## src/rtl/chip8_pkg.sv

```systemverilog
// Shared CHIP-8 memory constants and types used by the RAM arbiter and its font table.
package chip8_pkg;

  localparam int CHIP8_ADDR_W = 12;
  localparam int CHIP8_DATA_W = 8;
  localparam logic [CHIP8_ADDR_W-1:0] FONT_BASE = 12'h050;
  localparam int FONT_LEN = 80;

  typedef enum logic {
    PORT_C = 1'b0,
    PORT_L = 1'b1
  } port_id_e;

  typedef enum logic {
    ST_INIT = 1'b0,
    ST_RUN  = 1'b1
  } arb_state_e;

endpackage

```

## src/rtl/chip8_mem_arbiter_if.sv

```systemverilog
// Bundles both requester ports and the RAM macro port of the CHIP-8 memory arbiter.
interface chip8_mem_arbiter_if;
  import chip8_pkg::*;

  logic                    c_req;
  logic                    c_we;
  logic [CHIP8_ADDR_W-1:0] c_addr;
  logic [CHIP8_DATA_W-1:0] c_wdata;
  logic                    c_gnt;
  logic                    c_rvalid;
  logic [CHIP8_DATA_W-1:0] c_rdata;

  logic                    l_req;
  logic                    l_we;
  logic [CHIP8_ADDR_W-1:0] l_addr;
  logic [CHIP8_DATA_W-1:0] l_wdata;
  logic                    l_gnt;
  logic                    l_rvalid;
  logic [CHIP8_DATA_W-1:0] l_rdata;

  logic                    ram_en;
  logic                    ram_we;
  logic [CHIP8_ADDR_W-1:0] ram_addr;
  logic [CHIP8_DATA_W-1:0] ram_wdata;
  logic [CHIP8_DATA_W-1:0] ram_rdata;

  logic                    init_done;

  modport slave (
    input  c_req, c_we, c_addr, c_wdata,
    output c_gnt, c_rvalid, c_rdata,
    input  l_req, l_we, l_addr, l_wdata,
    output l_gnt, l_rvalid, l_rdata,
    output ram_en, ram_we, ram_addr, ram_wdata,
    input  ram_rdata,
    output init_done
  );

  modport master (
    output c_req, c_we, c_addr, c_wdata,
    input  c_gnt, c_rvalid, c_rdata,
    output l_req, l_we, l_addr, l_wdata,
    input  l_gnt, l_rvalid, l_rdata,
    input  ram_en, ram_we, ram_addr, ram_wdata,
    output ram_rdata,
    input  init_done
  );

endinterface

```

## src/rtl/chip8_font_rom.sv

```systemverilog
// Combinational CHIP-8 hex fontset: glyphs 0..F, five rows each, 80 bytes total.
module chip8_font_rom (
  input  logic [6:0] i_idx,
  output logic [7:0] o_byte
);

  localparam logic [7:0] FONT_TABLE [0:79] = '{
    8'hF0, 8'h90, 8'h90, 8'h90, 8'hF0,  // 0
    8'h20, 8'h60, 8'h20, 8'h20, 8'h70,  // 1
    8'hF0, 8'h10, 8'hF0, 8'h80, 8'hF0,  // 2
    8'hF0, 8'h10, 8'hF0, 8'h10, 8'hF0,  // 3
    8'h90, 8'h90, 8'hF0, 8'h10, 8'h10,  // 4
    8'hF0, 8'h80, 8'hF0, 8'h10, 8'hF0,  // 5
    8'hF0, 8'h80, 8'hF0, 8'h90, 8'hF0,  // 6
    8'hF0, 8'h10, 8'h20, 8'h40, 8'h40,  // 7
    8'hF0, 8'h90, 8'hF0, 8'h90, 8'hF0,  // 8
    8'hF0, 8'h90, 8'hF0, 8'h10, 8'hF0,  // 9
    8'hF0, 8'h90, 8'hF0, 8'h90, 8'h90,  // A
    8'hE0, 8'h90, 8'hE0, 8'h90, 8'hE0,  // B
    8'hF0, 8'h80, 8'h80, 8'h80, 8'hF0,  // C
    8'hE0, 8'h90, 8'h90, 8'h90, 8'hE0,  // D
    8'hF0, 8'h80, 8'hF0, 8'h80, 8'hF0,  // E
    8'hF0, 8'h80, 8'hF0, 8'h80, 8'h80   // F
  };

  always_comb begin
    o_byte = 8'h00;
    if (i_idx < 7'd80) begin
      o_byte = FONT_TABLE[i_idx];
    end
  end

endmodule

```

## src/rtl/chip8_mem_arbiter.sv

```systemverilog
// Shares the single-port CHIP-8 RAM between CPU and loader after writing the fontset;
// round-robin on conflict, registered RAM stage, read-tag pipe routes returning data.
module chip8_mem_arbiter
  import chip8_pkg::*;
#(
  parameter int                 ADDR_W       = CHIP8_ADDR_W,
  parameter int                 DATA_W       = CHIP8_DATA_W,
  parameter int                 RAM_LAT      = 1,
  parameter logic [ADDR_W-1:0]  FONT_BASE_AD = FONT_BASE,
  parameter int                 FONT_COUNT   = FONT_LEN
) (
  input  logic                clk,
  input  logic                reset,
  chip8_mem_arbiter_if.slave  bus
);

  arb_state_e        r_state, w_state_next;
  logic [6:0]        r_font_idx, w_font_idx_next;
  port_id_e          r_last, w_last_next;
  logic              w_c_gnt, w_l_gnt;
  logic [7:0]        w_font_byte;

  logic              r_ram_en, w_ram_en_next;
  logic              r_ram_we, w_ram_we_next;
  logic [ADDR_W-1:0] r_ram_addr, w_ram_addr_next;
  logic [DATA_W-1:0] r_ram_wdata, w_ram_wdata_next;

  logic              w_tag_vld_in;
  logic              w_tag_port_in;
  logic [RAM_LAT:0]  r_tag_vld;
  logic [RAM_LAT:0]  r_tag_port;

  logic              r_c_rvalid, r_l_rvalid;
  logic [DATA_W-1:0] r_c_rdata, r_l_rdata;

  chip8_font_rom u_font_rom (
    .i_idx  (r_font_idx),
    .o_byte (w_font_byte)
  );

  always_ff @(posedge clk or posedge reset) begin
    if (reset) begin
      r_state     <= ST_INIT;
      r_font_idx  <= 7'd0;
      r_last      <= PORT_L;
      r_ram_en    <= 1'b0;
      r_ram_we    <= 1'b0;
      r_ram_addr  <= '0;
      r_ram_wdata <= '0;
    end else begin
      r_state     <= w_state_next;
      r_font_idx  <= w_font_idx_next;
      r_last      <= w_last_next;
      r_ram_en    <= w_ram_en_next;
      r_ram_we    <= w_ram_we_next;
      r_ram_addr  <= w_ram_addr_next;
      r_ram_wdata <= w_ram_wdata_next;
    end
  end

  always_comb begin
    w_state_next     = r_state;
    w_font_idx_next  = r_font_idx;
    w_last_next      = r_last;
    w_c_gnt          = 1'b0;
    w_l_gnt          = 1'b0;
    w_ram_en_next    = 1'b0;
    w_ram_we_next    = 1'b0;
    w_ram_addr_next  = r_ram_addr;
    w_ram_wdata_next = r_ram_wdata;
    w_tag_vld_in     = 1'b0;
    w_tag_port_in    = PORT_C;

    case (r_state)
      ST_INIT: begin
        w_ram_en_next    = 1'b1;
        w_ram_we_next    = 1'b1;
        w_ram_addr_next  = FONT_BASE_AD + ADDR_W'(r_font_idx);
        w_ram_wdata_next = DATA_W'(w_font_byte);
        if (r_font_idx == 7'(FONT_COUNT - 1)) begin
          w_state_next    = ST_RUN;
          w_font_idx_next = 7'd0;
        end else begin
          w_font_idx_next = r_font_idx + 7'd1;
        end
      end
      ST_RUN: begin
        // On conflict the port that did not win last time goes first.
        if (bus.c_req && bus.l_req) begin
          w_c_gnt = (r_last == PORT_L);
          w_l_gnt = (r_last == PORT_C);
        end else begin
          w_c_gnt = bus.c_req;
          w_l_gnt = bus.l_req;
        end

        if (w_c_gnt) begin
          w_last_next      = PORT_C;
          w_ram_en_next    = 1'b1;
          w_ram_we_next    = bus.c_we;
          w_ram_addr_next  = bus.c_addr;
          w_ram_wdata_next = bus.c_wdata;
          w_tag_vld_in     = ~bus.c_we;
          w_tag_port_in    = PORT_C;
        end else if (w_l_gnt) begin
          w_last_next      = PORT_L;
          w_ram_en_next    = 1'b1;
          w_ram_we_next    = bus.l_we;
          w_ram_addr_next  = bus.l_addr;
          w_ram_wdata_next = bus.l_wdata;
          w_tag_vld_in     = ~bus.l_we;
          w_tag_port_in    = PORT_L;
        end
      end
      default: w_state_next = ST_INIT;
    endcase
  end

  // Stage 0 lines up with ram_en; stage RAM_LAT lines up with valid ram_rdata.
  always_ff @(posedge clk or posedge reset) begin
    if (reset) begin
      r_tag_vld[0]  <= 1'b0;
      r_tag_port[0] <= 1'b0;
    end else begin
      r_tag_vld[0]  <= w_tag_vld_in;
      r_tag_port[0] <= w_tag_port_in;
    end
  end

  generate
    for (genvar gi = 1; gi <= RAM_LAT; gi++) begin : g_tag_pipe
      always_ff @(posedge clk or posedge reset) begin
        if (reset) begin
          r_tag_vld[gi]  <= 1'b0;
          r_tag_port[gi] <= 1'b0;
        end else begin
          r_tag_vld[gi]  <= r_tag_vld[gi-1];
          r_tag_port[gi] <= r_tag_port[gi-1];
        end
      end
    end
  endgenerate

  always_ff @(posedge clk or posedge reset) begin
    if (reset) begin
      r_c_rvalid <= 1'b0;
      r_l_rvalid <= 1'b0;
      r_c_rdata  <= '0;
      r_l_rdata  <= '0;
    end else begin
      r_c_rvalid <= r_tag_vld[RAM_LAT] && (r_tag_port[RAM_LAT] == PORT_C);
      r_l_rvalid <= r_tag_vld[RAM_LAT] && (r_tag_port[RAM_LAT] == PORT_L);
      if (r_tag_vld[RAM_LAT] && (r_tag_port[RAM_LAT] == PORT_C)) begin
        r_c_rdata <= bus.ram_rdata;
      end
      if (r_tag_vld[RAM_LAT] && (r_tag_port[RAM_LAT] == PORT_L)) begin
        r_l_rdata <= bus.ram_rdata;
      end
    end
  end

  assign bus.c_gnt     = w_c_gnt;
  assign bus.l_gnt     = w_l_gnt;
  assign bus.c_rvalid  = r_c_rvalid;
  assign bus.l_rvalid  = r_l_rvalid;
  assign bus.c_rdata   = r_c_rdata;
  assign bus.l_rdata   = r_l_rdata;
  assign bus.ram_en    = r_ram_en;
  assign bus.ram_we    = r_ram_we;
  assign bus.ram_addr  = r_ram_addr;
  assign bus.ram_wdata = r_ram_wdata;
  assign bus.init_done = (r_state == ST_RUN);

endmodule

```

## src/flat_wrapper.sv

```systemverilog
// flat-port wrapper written by rule: the top's interface ports become plain ports
module chip8_mem_arbiter_flat import chip8_pkg::*;
#(
  parameter int                 ADDR_W       = CHIP8_ADDR_W,
  parameter int                 DATA_W       = CHIP8_DATA_W,
  parameter int                 RAM_LAT      = 1,
  parameter logic [ADDR_W-1:0]  FONT_BASE_AD = FONT_BASE,
  parameter int                 FONT_COUNT   = FONT_LEN
)
  (clk, reset, bus_c_req, bus_c_we, bus_c_addr, bus_c_wdata, bus_c_gnt, bus_c_rvalid, bus_c_rdata, bus_l_req, bus_l_we, bus_l_addr, bus_l_wdata, bus_l_gnt, bus_l_rvalid, bus_l_rdata, bus_ram_en, bus_ram_we, bus_ram_addr, bus_ram_wdata, bus_ram_rdata, bus_init_done);
  chip8_mem_arbiter_if bus_i ();
  input  logic clk;
  input  logic reset;
  input wire logic [$bits(bus_i.c_req)-1:0] bus_c_req;
  input wire logic [$bits(bus_i.c_we)-1:0] bus_c_we;
  input wire logic [$bits(bus_i.c_addr)-1:0] bus_c_addr;
  input wire logic [$bits(bus_i.c_wdata)-1:0] bus_c_wdata;
  output wire logic [$bits(bus_i.c_gnt)-1:0] bus_c_gnt;
  output wire logic [$bits(bus_i.c_rvalid)-1:0] bus_c_rvalid;
  output wire logic [$bits(bus_i.c_rdata)-1:0] bus_c_rdata;
  input wire logic [$bits(bus_i.l_req)-1:0] bus_l_req;
  input wire logic [$bits(bus_i.l_we)-1:0] bus_l_we;
  input wire logic [$bits(bus_i.l_addr)-1:0] bus_l_addr;
  input wire logic [$bits(bus_i.l_wdata)-1:0] bus_l_wdata;
  output wire logic [$bits(bus_i.l_gnt)-1:0] bus_l_gnt;
  output wire logic [$bits(bus_i.l_rvalid)-1:0] bus_l_rvalid;
  output wire logic [$bits(bus_i.l_rdata)-1:0] bus_l_rdata;
  output wire logic [$bits(bus_i.ram_en)-1:0] bus_ram_en;
  output wire logic [$bits(bus_i.ram_we)-1:0] bus_ram_we;
  output wire logic [$bits(bus_i.ram_addr)-1:0] bus_ram_addr;
  output wire logic [$bits(bus_i.ram_wdata)-1:0] bus_ram_wdata;
  input wire logic [$bits(bus_i.ram_rdata)-1:0] bus_ram_rdata;
  output wire logic [$bits(bus_i.init_done)-1:0] bus_init_done;
  assign bus_i.c_req = bus_c_req;
  assign bus_i.c_we = bus_c_we;
  assign bus_i.c_addr = bus_c_addr;
  assign bus_i.c_wdata = bus_c_wdata;
  assign bus_c_gnt = bus_i.c_gnt;
  assign bus_c_rvalid = bus_i.c_rvalid;
  assign bus_c_rdata = bus_i.c_rdata;
  assign bus_i.l_req = bus_l_req;
  assign bus_i.l_we = bus_l_we;
  assign bus_i.l_addr = bus_l_addr;
  assign bus_i.l_wdata = bus_l_wdata;
  assign bus_l_gnt = bus_i.l_gnt;
  assign bus_l_rvalid = bus_i.l_rvalid;
  assign bus_l_rdata = bus_i.l_rdata;
  assign bus_ram_en = bus_i.ram_en;
  assign bus_ram_we = bus_i.ram_we;
  assign bus_ram_addr = bus_i.ram_addr;
  assign bus_ram_wdata = bus_i.ram_wdata;
  assign bus_i.ram_rdata = bus_ram_rdata;
  assign bus_init_done = bus_i.init_done;
  chip8_mem_arbiter #(.ADDR_W(ADDR_W), .DATA_W(DATA_W), .RAM_LAT(RAM_LAT), .FONT_BASE_AD(FONT_BASE_AD), .FONT_COUNT(FONT_COUNT)) u_core (.clk(clk), .reset(reset), .bus(bus_i));
endmodule
```

## config.mk

```make
export PLATFORM = sky130hd
export DESIGN_NAME = chip8_mem_arbiter_flat
export DESIGN_NICKNAME = d
export VERILOG_FILES = /design/src/rtl/chip8_pkg.sv /design/src/rtl/chip8_mem_arbiter_if.sv /design/src/rtl/chip8_font_rom.sv /design/src/rtl/chip8_mem_arbiter.sv /design/src/flat_wrapper.sv
export SDC_FILE = /design/constraint.sdc
export NUM_CORES = 1
export LEC_CHECK = 0
export CAP_MARGIN = 20
export CORE_ASPECT_RATIO = 1.4
export CORE_UTILIZATION = 42
export DETAILED_ROUTE_END_ITERATION = 12
export PLACE_DENSITY_LB_ADDON = 0.15
export SETUP_SLACK_MARGIN = 0.02
export SYNTH_ARGS = -nofsm -noshare
export SYNTH_HDL_FRONTEND = slang
export SYNTH_SLANG_ARGS = --single-unit
```

## constraint.sdc

```tcl
create_clock -name clk -period 2.15 [get_ports clk]
set_input_delay 0.43 -clock clk [delete_from_list [all_inputs] [get_ports clk]]
set_output_delay 0.43 -clock clk [all_outputs]
set_load 0.1 [all_outputs]
```

==> results.tsv <==
metric	value	unit
outcome	finished clean	
grt.overflow.total	0	
rows	35	
tightest_slew	0.545	ns
wl_per_cell	16.1	um
syn_area	2920	sq um
p_per_area	499	nW/um^2
cts_buffers	5	
synth_warnings	0	
cp_cell_sequence	clkdlybuf4s50_1 -> o21ai_4 -> buf_12 -> nor2_4 -> buf_12	
slew_headroom	63.7	%
pin_count	97	
yosysSeqAreaShare	45.4	%
clockBufferDepth	2	
clock-sinks	53	
cp.required	1.72	ns
max_stage_delay	0.61	ns
whs	0.362	ns
avgSynthCellArea	10.3	sq um
ff2ff_setup_slack	0.22	ns
fin_crit_sh	95.1	%
min_delay_worst_endpoint	u_core.r_tag_port[1]$_DFF_PP0_	
num_antenna_cells	0	
hp-class	flop to flop	
initial_core_util	43.9	%
placed_cell_area	4010	sq um
syn_inst	283	
cts_tree	done	
grt_antenna_before_repair	0	
finalCriticalPeriod	2.05	ns
cp_max_fo	24	
setup_ws	0.105	ns
clk_pin_slew	0.10	ns
synth.distinct_cells	50	
layout-drive-gt1-share	27.3	%
top_layer	met4	
grt_max_degree	25	
synth_ff_type	dfrtp_1	
fill_cells	590	
hold_path_startpoint	u_core.r_tag_port[0]$_DFF_PP0_	
drc_errors	0	
drt_first_iter_violations	84	
power	2.05	mW
synth_edf_count	0	
clock.fmax	0.489	GHz
cp.arrival	1.62	ns
first_pass_iters	4	
post-cts-setup-buffer-count	0	
grt_util_all_layers	22.1	%
synth_top_area_share	44.5	%
drt-met1-wl	3.17	mm
yosysMostFrequentCell	dfrtp_1	
place_ws	0.0929	ns
rr_worst_depth	7	
vias	2558	
tns	0	ns
wl_met3	245	um
start_kind	input pin	
setup_viol	0	
rsz0062_at_grt	false	
dieArea	7300	sq um
grt_pass1_vias	2579	
post_drt_via_cell_ratio	5.33	
synth_nets	347	
design_area	4110	sq um
hpwlAfterDp	6.07	mm
fin_skew	0.00643	ns
core-area	6660	sq um
reg2reg_from	u_core.r_font_idx[0]$_DFFE_PP0N_	
cap_violations	0	
crit_path_end_kind	primary output	
ir_worst_vdd	365	uV
ant_nets	0	
synth_seq_cells	53	
criticalPathCategory	input pin to primary output	
slowest_stage	clkdlybuf4s50_1	
yosysTopAreaCell	dfrtp_1	
clock_latency	0.30	ns
async_flop_share	100	%
fin_nets	451	
rr_endpoint	u_core.bus.ram_wdata[6]$_DFFE_PP0P_	
dieHeight	101	um
hold_viol_final	0	
crit_top_cell	buf_12	
gp_congestion	0.931	
syn_to_final_growth	40.6	%
met2WireLength	4.11	mm
maxSlewViolCount	0	
leakage	1.94	nW
grt_pass1_wl	12.4	mm
crit_start	bus_c_req	
ctsRootBufferMaster	clkbuf_8	
ys_top_cells_by_area	dfrtp_1, mux2_2, mux2i_1	
whs_path_depth	0	
port_buffers	96	
fp.dieW	72.5	um
h-tree-depth	2	
yosys-top-cells-count	dfrtp_1, nand2_1, nor2_1, mux2_2, o21ai_0	
routed_wl	7.70	mm
==> cells by family (layout without fill, tap and decap cells) <==
family          count (synthesis)  in the layout  synth area share, %
simple gates                   66             66                 10.2
buf+inv                        35            140                 5.65
compound gates                 76             76                 17.7
xor+xnor                        4              4                 1.20
mux                            39             39                 15.5
flops                          53             53                 45.4
fa+ha+maj                      10             10                 4.28
==> cells in the final DEF, fill, tap and decap left out, types with 4 or more instances in the layout <==
master,synthesis,routed
dfrtp_1,52,51
buf_12,0,5
mux2_2,20,20
o21ai_0,18,18
nor2_1,21,19
a21o_1,6,6
clkdlybuf4s50_1,0,53
a21oi_1,11,11
inv_2,4,5
buf_4,1,56
inv_1,13,12
a31oi_1,5,5
nand2_1,26,26
o21ai_1,5,5
o221ai_1,4,4
ha_1,10,10
clkbuf_8,0,5
o22ai_1,4,4
mux2i_1,16,16
a211oi_1,6,6
==> what timing repair did <==
action / CTS / global route
hold buffers: 0 / 0
endpoints found under the setup margin: 0 / 1
gates resized for setup: 0 / 1
==> critical path: cells and delay by family <==
family	cells	cell delay (ns)
AOI/OAI and AO/OA	1	0.10
buffers and inverters	3	0.97
and+or+nand+nor	1	0.11
==> worst max-delay path by stage <==
| stage | endpoint | slack, ns |
|---|---|---|
| floorplan | u_core.bus.ram_wdata[5]$_DFFE_PP0P_ | 0.09 |
| global placement | bus_c_gnt | 0.14 |
| detailed placement | u_core.bus.ram_addr[2]$_DFFE_PP0P_ | 0.09 |
| CTS | bus_c_gnt | 0.1 |
| global route | bus_l_gnt | 0.02 |
| finish | bus_c_gnt | 0.10 |
==> flip-flops by register name (all words and copies together), names as in the netlist <==
name                  count
u_core.bus.c_rvalid       1
u_core.r_font_idx         7
u_core.bus.ram_addr      12
u_core.r_tag_vld          2
u_core.bus.c_rdata        8
u_core.r_last             1
u_core.bus.ram_we         1
u_core.bus.ram_wdata      8
u_core.bus.init_done      1
u_core.bus.l_rdata        8
u_core.bus.ram_en         1
u_core.r_tag_port         2
u_core.bus.l_rvalid       1
==> power by group <==
group / internal, mW / switching (mW) / leakage [nW]
Clock: 0.244 / 0.361 / 0.0506
Combinational: 0.160 / 0.254 / 1.22
Sequential: 1.02 / 0.0114 / 0.665
==> metrics by stage <==
step	util, %	instances
after detailed placement	60.2	472
after global placement	60.2	472
after CTS	61.7	480
after global routing	61.7	480
after floorplan	-	283
final	61.7	480
==> final cells by class <==
cell class                 count  area [sq um]  share of cell area [%]
clock buffer                   5          68.8                    1.68
sequential                    53          1330                    32.4
inverter                      18          70.1                    1.71
multi-input combinational    195          1440                    35.2
tap                           92           115                    2.80
timing repair buffer         114          1050                    25.6
clock inverter                 3          28.8                   0.701
==> per-layer routing <==
metal  up-vias  GRT usage [%]
li1       1218              -
met1      1259           26.7
met2        65           39.7
met3        16           2.50
met4         0           8.45
met5         -              0
Note: power is estimated with default switching activity, not from simulation.
